## src/rtl/regfile_wb_pkg.sv

```systemverilog
// Shared types and default widths for the register-file writeback arbiter.
// The write-stage struct is sized by the default widths used by the top.
package regfile_wb_pkg;

    localparam int DEF_ADDRESS_WIDTH = 5;
    localparam int DEF_DATA_WIDTH    = 32;
    localparam int DEF_MAX_WAIT      = 4;

    typedef enum logic [1:0] {
        REQ_NONE = 2'd0,
        REQ_ALU  = 2'd1,
        REQ_LSU  = 2'd2
    } req_sel_e;

    typedef struct packed {
        logic                         valid;
        logic [DEF_ADDRESS_WIDTH-1:0] rd;
        logic [DEF_DATA_WIDTH-1:0]    data;
    } wb_stage_t;

endpackage

```

## src/rtl/regfile_scoreboard.sv

```systemverilog
// Pending-write scoreboard: one busy bit per register, register 0 never busy.
// A set and a clear of the same register on one edge leaves it busy.
module regfile_scoreboard
    import regfile_wb_pkg::*;
#(
    parameter int ADDRESS_WIDTH = DEF_ADDRESS_WIDTH
) (
    input  logic                     i_clk,
    input  logic                     i_rst_n,
    input  logic                     i_set_valid,
    input  logic [ADDRESS_WIDTH-1:0] i_set_rd,
    input  logic                     i_clr_valid,
    input  logic [ADDRESS_WIDTH-1:0] i_clr_rd,
    input  logic [ADDRESS_WIDTH-1:0] i_rs1,
    input  logic [ADDRESS_WIDTH-1:0] i_rs2,
    output logic                     o_busy1,
    output logic                     o_busy2
);

    localparam int NREG = 1 << ADDRESS_WIDTH;

    logic [NREG-1:1] r_busy;
    logic [NREG-1:0] w_busy;

    always_ff @(posedge i_clk or negedge i_rst_n) begin
        if (!i_rst_n) begin
            r_busy <= '0;
        end else begin
            for (int i = 1; i < NREG; i++) begin
                if (i_set_valid && (i_set_rd == ADDRESS_WIDTH'(i))) begin
                    r_busy[i] <= 1'b1;
                end else if (i_clr_valid && (i_clr_rd == ADDRESS_WIDTH'(i))) begin
                    r_busy[i] <= 1'b0;
                end
            end
        end
    end

    assign w_busy  = {r_busy, 1'b0};
    assign o_busy1 = w_busy[i_rs1];
    assign o_busy2 = w_busy[i_rs2];

endmodule

```

## src/rtl/regfile_wb_arbiter.sv

```systemverilog
// ALU/LSU writeback arbiter with a one-entry write stage and busy scoreboard.
// Define REGFILE_WB_BYPASS_EN to forward the write-stage value to decode.
module regfile_wb_arbiter
    import regfile_wb_pkg::*;
#(
    parameter int ADDRESS_WIDTH = DEF_ADDRESS_WIDTH,
    parameter int DATA_WIDTH    = DEF_DATA_WIDTH,
    parameter int MAX_WAIT      = DEF_MAX_WAIT
) (
    input  logic                     clk,
    input  logic                     rst_n,
    input  logic                     alu_valid,
    input  logic [ADDRESS_WIDTH-1:0] alu_rd,
    input  logic [DATA_WIDTH-1:0]    alu_data,
    output logic                     alu_ready,
    input  logic                     lsu_valid,
    input  logic [ADDRESS_WIDTH-1:0] lsu_rd,
    input  logic [DATA_WIDTH-1:0]    lsu_data,
    output logic                     lsu_ready,
    input  logic                     alloc_valid,
    input  logic [ADDRESS_WIDTH-1:0] alloc_rd,
    input  logic [ADDRESS_WIDTH-1:0] rs1,
    input  logic [ADDRESS_WIDTH-1:0] rs2,
    output logic                     busy1,
    output logic                     busy2,
    output logic                     byp1_valid,
    output logic                     byp2_valid,
    output logic [DATA_WIDTH-1:0]    byp_data,
    output logic [ADDRESS_WIDTH-1:0] AD3,
    output logic                     WE3,
    output logic [DATA_WIDTH-1:0]    WD3
);

    localparam int WAIT_W = (MAX_WAIT < 1) ? 1 : $clog2(MAX_WAIT + 1);
    localparam logic [WAIT_W-1:0] WAIT_MAX = WAIT_W'(MAX_WAIT);

    // Handshake: a request transfers on any cycle where valid and ready are
    // both high; ready depends only on the valids and the wait counter.
    req_sel_e                 w_sel;
    logic [ADDRESS_WIDTH-1:0] w_rd;
    logic [DATA_WIDTH-1:0]    w_data;
    logic                     w_load;
    logic                     w_busy1;
    logic                     w_busy2;
    logic [WAIT_W-1:0]        r_wait_cnt;
    wb_stage_t                r_ws;

    always_comb begin
        w_sel = REQ_NONE;
        if (rst_n) begin
            if (alu_valid && (!lsu_valid || (r_wait_cnt == WAIT_MAX))) begin
                w_sel = REQ_ALU;
            end else if (lsu_valid) begin
                w_sel = REQ_LSU;
            end
        end
    end

    assign alu_ready = (w_sel == REQ_ALU);
    assign lsu_ready = (w_sel == REQ_LSU);
    assign w_rd      = (w_sel == REQ_ALU) ? alu_rd   : lsu_rd;
    assign w_data    = (w_sel == REQ_ALU) ? alu_data : lsu_data;
    // Writes to register 0 are accepted but never reach the write port.
    assign w_load    = (w_sel != REQ_NONE) && (w_rd != '0);

    always_ff @(posedge clk or negedge rst_n) begin
        if (!rst_n) begin
            r_wait_cnt <= '0;
        end else if (alu_valid && (w_sel == REQ_LSU)) begin
            if (r_wait_cnt != WAIT_MAX) begin
                r_wait_cnt <= r_wait_cnt + WAIT_W'(1);
            end
        end else begin
            r_wait_cnt <= '0;
        end
    end

    // Address and data only move on a real write so they hold while WE3 is low.
    always_ff @(posedge clk or negedge rst_n) begin
        if (!rst_n) begin
            r_ws <= '0;
        end else begin
            r_ws.valid <= w_load;
            if (w_load) begin
                r_ws.rd   <= w_rd;
                r_ws.data <= w_data;
            end
        end
    end

    assign WE3 = r_ws.valid;
    assign AD3 = r_ws.rd;
    assign WD3 = r_ws.data;

    regfile_scoreboard #(
        .ADDRESS_WIDTH(ADDRESS_WIDTH)
    ) u_scoreboard (
        .i_clk      (clk),
        .i_rst_n    (rst_n),
        .i_set_valid(alloc_valid),
        .i_set_rd   (alloc_rd),
        .i_clr_valid(WE3),
        .i_clr_rd   (AD3),
        .i_rs1      (rs1),
        .i_rs2      (rs2),
        .o_busy1    (w_busy1),
        .o_busy2    (w_busy2)
    );

`ifdef REGFILE_WB_BYPASS_EN
    assign byp1_valid = WE3 && (AD3 == rs1) && (rs1 != '0);
    assign byp2_valid = WE3 && (AD3 == rs2) && (rs2 != '0);
    assign byp_data   = WD3;
    assign busy1      = w_busy1 && !byp1_valid;
    assign busy2      = w_busy2 && !byp2_valid;
`else
    assign byp1_valid = 1'b0;
    assign byp2_valid = 1'b0;
    assign byp_data   = '0;
    assign busy1      = w_busy1;
    assign busy2      = w_busy2;
`endif

endmodule

```

## config.mk

```make
export PLATFORM = sky130hd
export DESIGN_NAME = regfile_wb_arbiter
export DESIGN_NICKNAME = d
export VERILOG_FILES = /design/src/rtl/regfile_wb_pkg.sv /design/src/rtl/regfile_scoreboard.sv /design/src/rtl/regfile_wb_arbiter.sv
export SDC_FILE = /design/constraint.sdc
export NUM_CORES = 1
export LEC_CHECK = 0
export CORE_ASPECT_RATIO = 1.75
export CORE_UTILIZATION = 44
export DETAILED_ROUTE_END_ITERATION = 8
export PLACE_DENSITY = 0.82
export SLEW_MARGIN = 20
export SYNTH_ARGS = -nofsm -noshare
export SYNTH_HDL_FRONTEND = slang
export SYNTH_HIERARCHICAL = 1
export SYNTH_SLANG_ARGS = --single-unit
```

## constraint.sdc

```tcl
create_clock -name clk -period 1.9 [get_ports clk]
set_input_delay 0.285 -clock clk [delete_from_list [all_inputs] [get_ports clk]]
set_output_delay 0.285 -clock clk [all_outputs]
set_load 0.05 [all_outputs]
```

==> results.toml <==
[status]
outcome = "complete, but fails checks"
violations = "negative setup slack"

[timing]
fmax_mhz = 454
setup_ws_ps = -303
finalHoldViolations = 0
min_period_ps = 2200
finClkSkew_ps = 8.56
slew_headroom_pct = 55.3
post-route-period-util_pct = 116
rsz0062_at_grt = "true"
finalSetupViolations = 2
worstMarginPinSlew_ps = 670
drv_slew = 0

[cts]
cts.sinks = 72
cts_tree = "yes"
clkTransAtPathRegs_ps = 60
cts-root-buf = "clkbuf_16"
cts-htree-levels = 3
cts_buffers = 9
clk_latency_ps = 340
cts_buffer_depth = 2

[critical_path]
critPathCapture = "busy1"
critical_path.top_delay_family = "multiplexers"
required_ps = 1620
crit_path_max_fanout = 3
cp_num_cells = 5
critPathLaunchType = "register"
r2r_start = "r_wait_cnt[1]$_DFFE_PN0P_"
path_cells = "mux4_2 -> mux2_4 -> nand3b_1 -> nand4_1 -> buf_12"
path_class = "reg -> out"
slowest_delay_ps = 470
reg2reg_setup_slack_ps = 0
startpoint = "u_scoreboard/r_busy[18]$_DFFE_PN0P_"
regToRegEndpoint = "WD3[29]$_DFFE_PN0P_"
cp_num_buf_inv = 1
worst_setup_path_end_kind = "output port"
cpMaxStageDelayCell = "mux4_2"
worstRegToRegCells = 9
crit_arrival_ps = 1920

[global_route]
grt_max_degree = 53
gr-total-overflow = 0
grt_pass1_wl_mm = 21.9
grt_pass1_vias = 4386
antenna_found_initial = 1
grt_usage_pct = 28.1

[drt]
dr.pass1.iters = 5
vias = 4032
drt.antenna.violating_nets = 0
drc = 0
routed_wl_mm = 13.9
drtIter0Drc = 329
viasPerCell = 5.93
wire_per_inst_um = 20.4

[die]
ios = 170
die_y_um = 132
core.rowCount = 47
die_w_um = 76.3
dieArea_mm2 = 0.0101
core_area_mm2 = 0.00941
start_util_pct = 45.2

[synthesis]
synthMuxAreaShare_pct = 8.50
synth-edff-count = 0
synth-seq-cells = 72
syn_area_per_cell_um2 = 10.9
synthesis.area_mm2 = 0.00425
synthFlopType = "dfrtp_1"
ys_warn_count = 6
async_flop_share_pct = 100
synth_top_family_by_area = "compound AO/OA/AOI/OAI gates"
synth_compound_area_share_pct = 27.6
synth_cell_types = 47
synth_area_leaders = "dfrtp_1 (42%), a2bb2oi_2 (11%), o21ai_0 (7.3%)"
seq_area_frac_synth_pct = 42.4
yosys.area.top_type_share_pct = 42.4
yosys.area_share.simple_pct = 10.7
syn_inst = 389
yosys.area.top_type = "dfrtp_1"
synthAdderAreaFrac_pct = 0.588
synth-xor-area-share_pct = 0.206

[power]
cellPowerDensity_mw_per_mm2 = 1020
peakVddDrop_mv = 0.685
power_leakage_nw = 2.56
power_mw = 6.49

[placed_design]
hpwlAfterDp_mm = 9.47
io_buffers = 135
place_congestion = 1.01

[finish]
final_util_pct = 67.5
nets = 648
nFillCells = 679
drive_above_1_share_pct = 21.2
area_growth_pct = 49.4

[run]
drv_cap = 0

[worst_hold_path]
hold_path_class = "in -> async"
[logic make-up (layout without fill, tap and decap cells)]
family          after synthesis  count (layout)
compound gates              152             152
simple gates                 74              74
flops                        72              72
buf+inv                      61             196
mux                          26              26
fa+ha+maj                     2               2
other cells                   1              35
xor+xnor                      1               1
[registers in the layout (all words and copies together), names as in the netlist]
signal	count
AD3	5
WD3	32
WE3	1
r_wait_cnt	3
u_scoreboard/r_busy	31
[worst min-delay path by stage]
stage               start                 end  cells after the start
floorplan           rst_n  AD3[0]$_DFFE_PN0P_                      0
global placement    rst_n  AD3[2]$_DFFE_PN0P_                      1
detailed placement  rst_n  AD3[2]$_DFFE_PN0P_                      1
CTS                 rst_n  AD3[2]$_DFFE_PN0P_                      2
global route        rst_n  AD3[2]$_DFFE_PN0P_                      2
finish              rst_n  AD3[2]$_DFFE_PN0P_                      2
[layout by cell type (no fill, tap or decap), types with 2 or more instances in the layout]
cell type        netlist  routed
a21oi_1                7       7
a22oi_1                4       4
a2bb2oi_1              6       6
a2bb2oi_2             30      30
buf_12                 0      12
buf_4                 34      26
buf_6                  7       4
bufbuf_16              0       2
clkbuf_16              0      12
clkdlybuf4s50_1        0     122
clkinvlp_4             0       2
conb_1                 1      34
dfrtp_1               72      72
dlygate4sd2_1          0       2
inv_1                  5       5
mux2i_1               17      17
mux4_2                 3       5
nand2_1               10      10
nand2b_1              10      10
nand3_1               15      14
nand3_4                1       2
nand3b_1               2       2
nand4_1                4       4
nand4b_1               2       2
nor2_1                10      10
nor2_8                 2       2
nor2b_1                8       8
o21ai_0               62      62
o22ai_1               36      36
or2_2                  2       2
or4_4                  2       2
[cell type report]
| type | count | area (um2) | area share [%] |
|---|---|---|---|
| timing repair buffer | 173 | 1880 | 29.5 |
| sequential | 72 | 1800 | 28.4 |
| multi-input combinational | 289 | 2180 | 34.4 |
| clock inverter | 6 | 67.6 | 1.06 |
| antenna | 1 | 2.50 | 0.0394 |
| clock buffer | 10 | 239 | 3.76 |
| tap | 122 | 153 | 2.40 |
| inverter | 7 | 28.8 | 0.453 |
[routing by layer]
metal  GRT usage [%]  vias up  wire [um]
li1                -     1739          -
met2            51.6      267       7420
met5               0        -          0
met3            8.30       77       1000
met1            27.5     1949       4560
met4            15.9        0        872
[synthesized netlist by cell type, types with 2 or more instances]
cell and instances:
dfrtp_1 72, nand4_1 4, mux2_2 2, a2bb2oi_1 6, nor2_1 10, mux2i_1 17, nor2b_1 8, clkbuf_1 2
a22oi_1 4, o22ai_1 36, nand2_1 10, nand4b_1 2, nand3b_1 2, ha_1 2, nand2b_1 10, a21oi_1 7
mux4_2 3, buf_6 7, mux4_1 3, buf_4 34, o21ai_0 62, nor2_8 2, inv_2 2, nand3_1 15
or4_4 2, or2_2 2, buf_2 10, inv_1 5, a2bb2oi_2 30
[stage by stage]
step | hold WS (ps) | cells | instance area (um2) | TNS, ps | setup slack, ps
floorplan | -10.6 | 422 | 4380 | -45.7 | -45.7
global placement | 134 | 649 | 5770 | -3310 | -508
detailed placement | 135 | 649 | 5770 | -4440 | -540
CTS | 364 | 672 | 6210 | -559 | -302
global route | 406 | 680 | 6350 | -1270 | -375
finish | 408 | 680 | 6350 | -551 | -303
[power by group]
group	internal (mW)	switching [mW]	total [mW]
registers	1.95	0.418	2.37
logic	1.05	1.34	2.39
clock network	1.06	0.673	1.73
[what timing repair did]
| item | CTS | global route |
|---|---|---|
| cloned | 2 | 3 |
| setup buffers | 4 | 4 |
| pin swaps | 2 | 3 |
| hold buffers | 1 | 0 |
| resized for setup | 8 | 6 |
| hold endpoints to repair | 2 | 0 |
| setup endpoints to repair | 4 | 40 |
(Power assumes the default switching activity.)
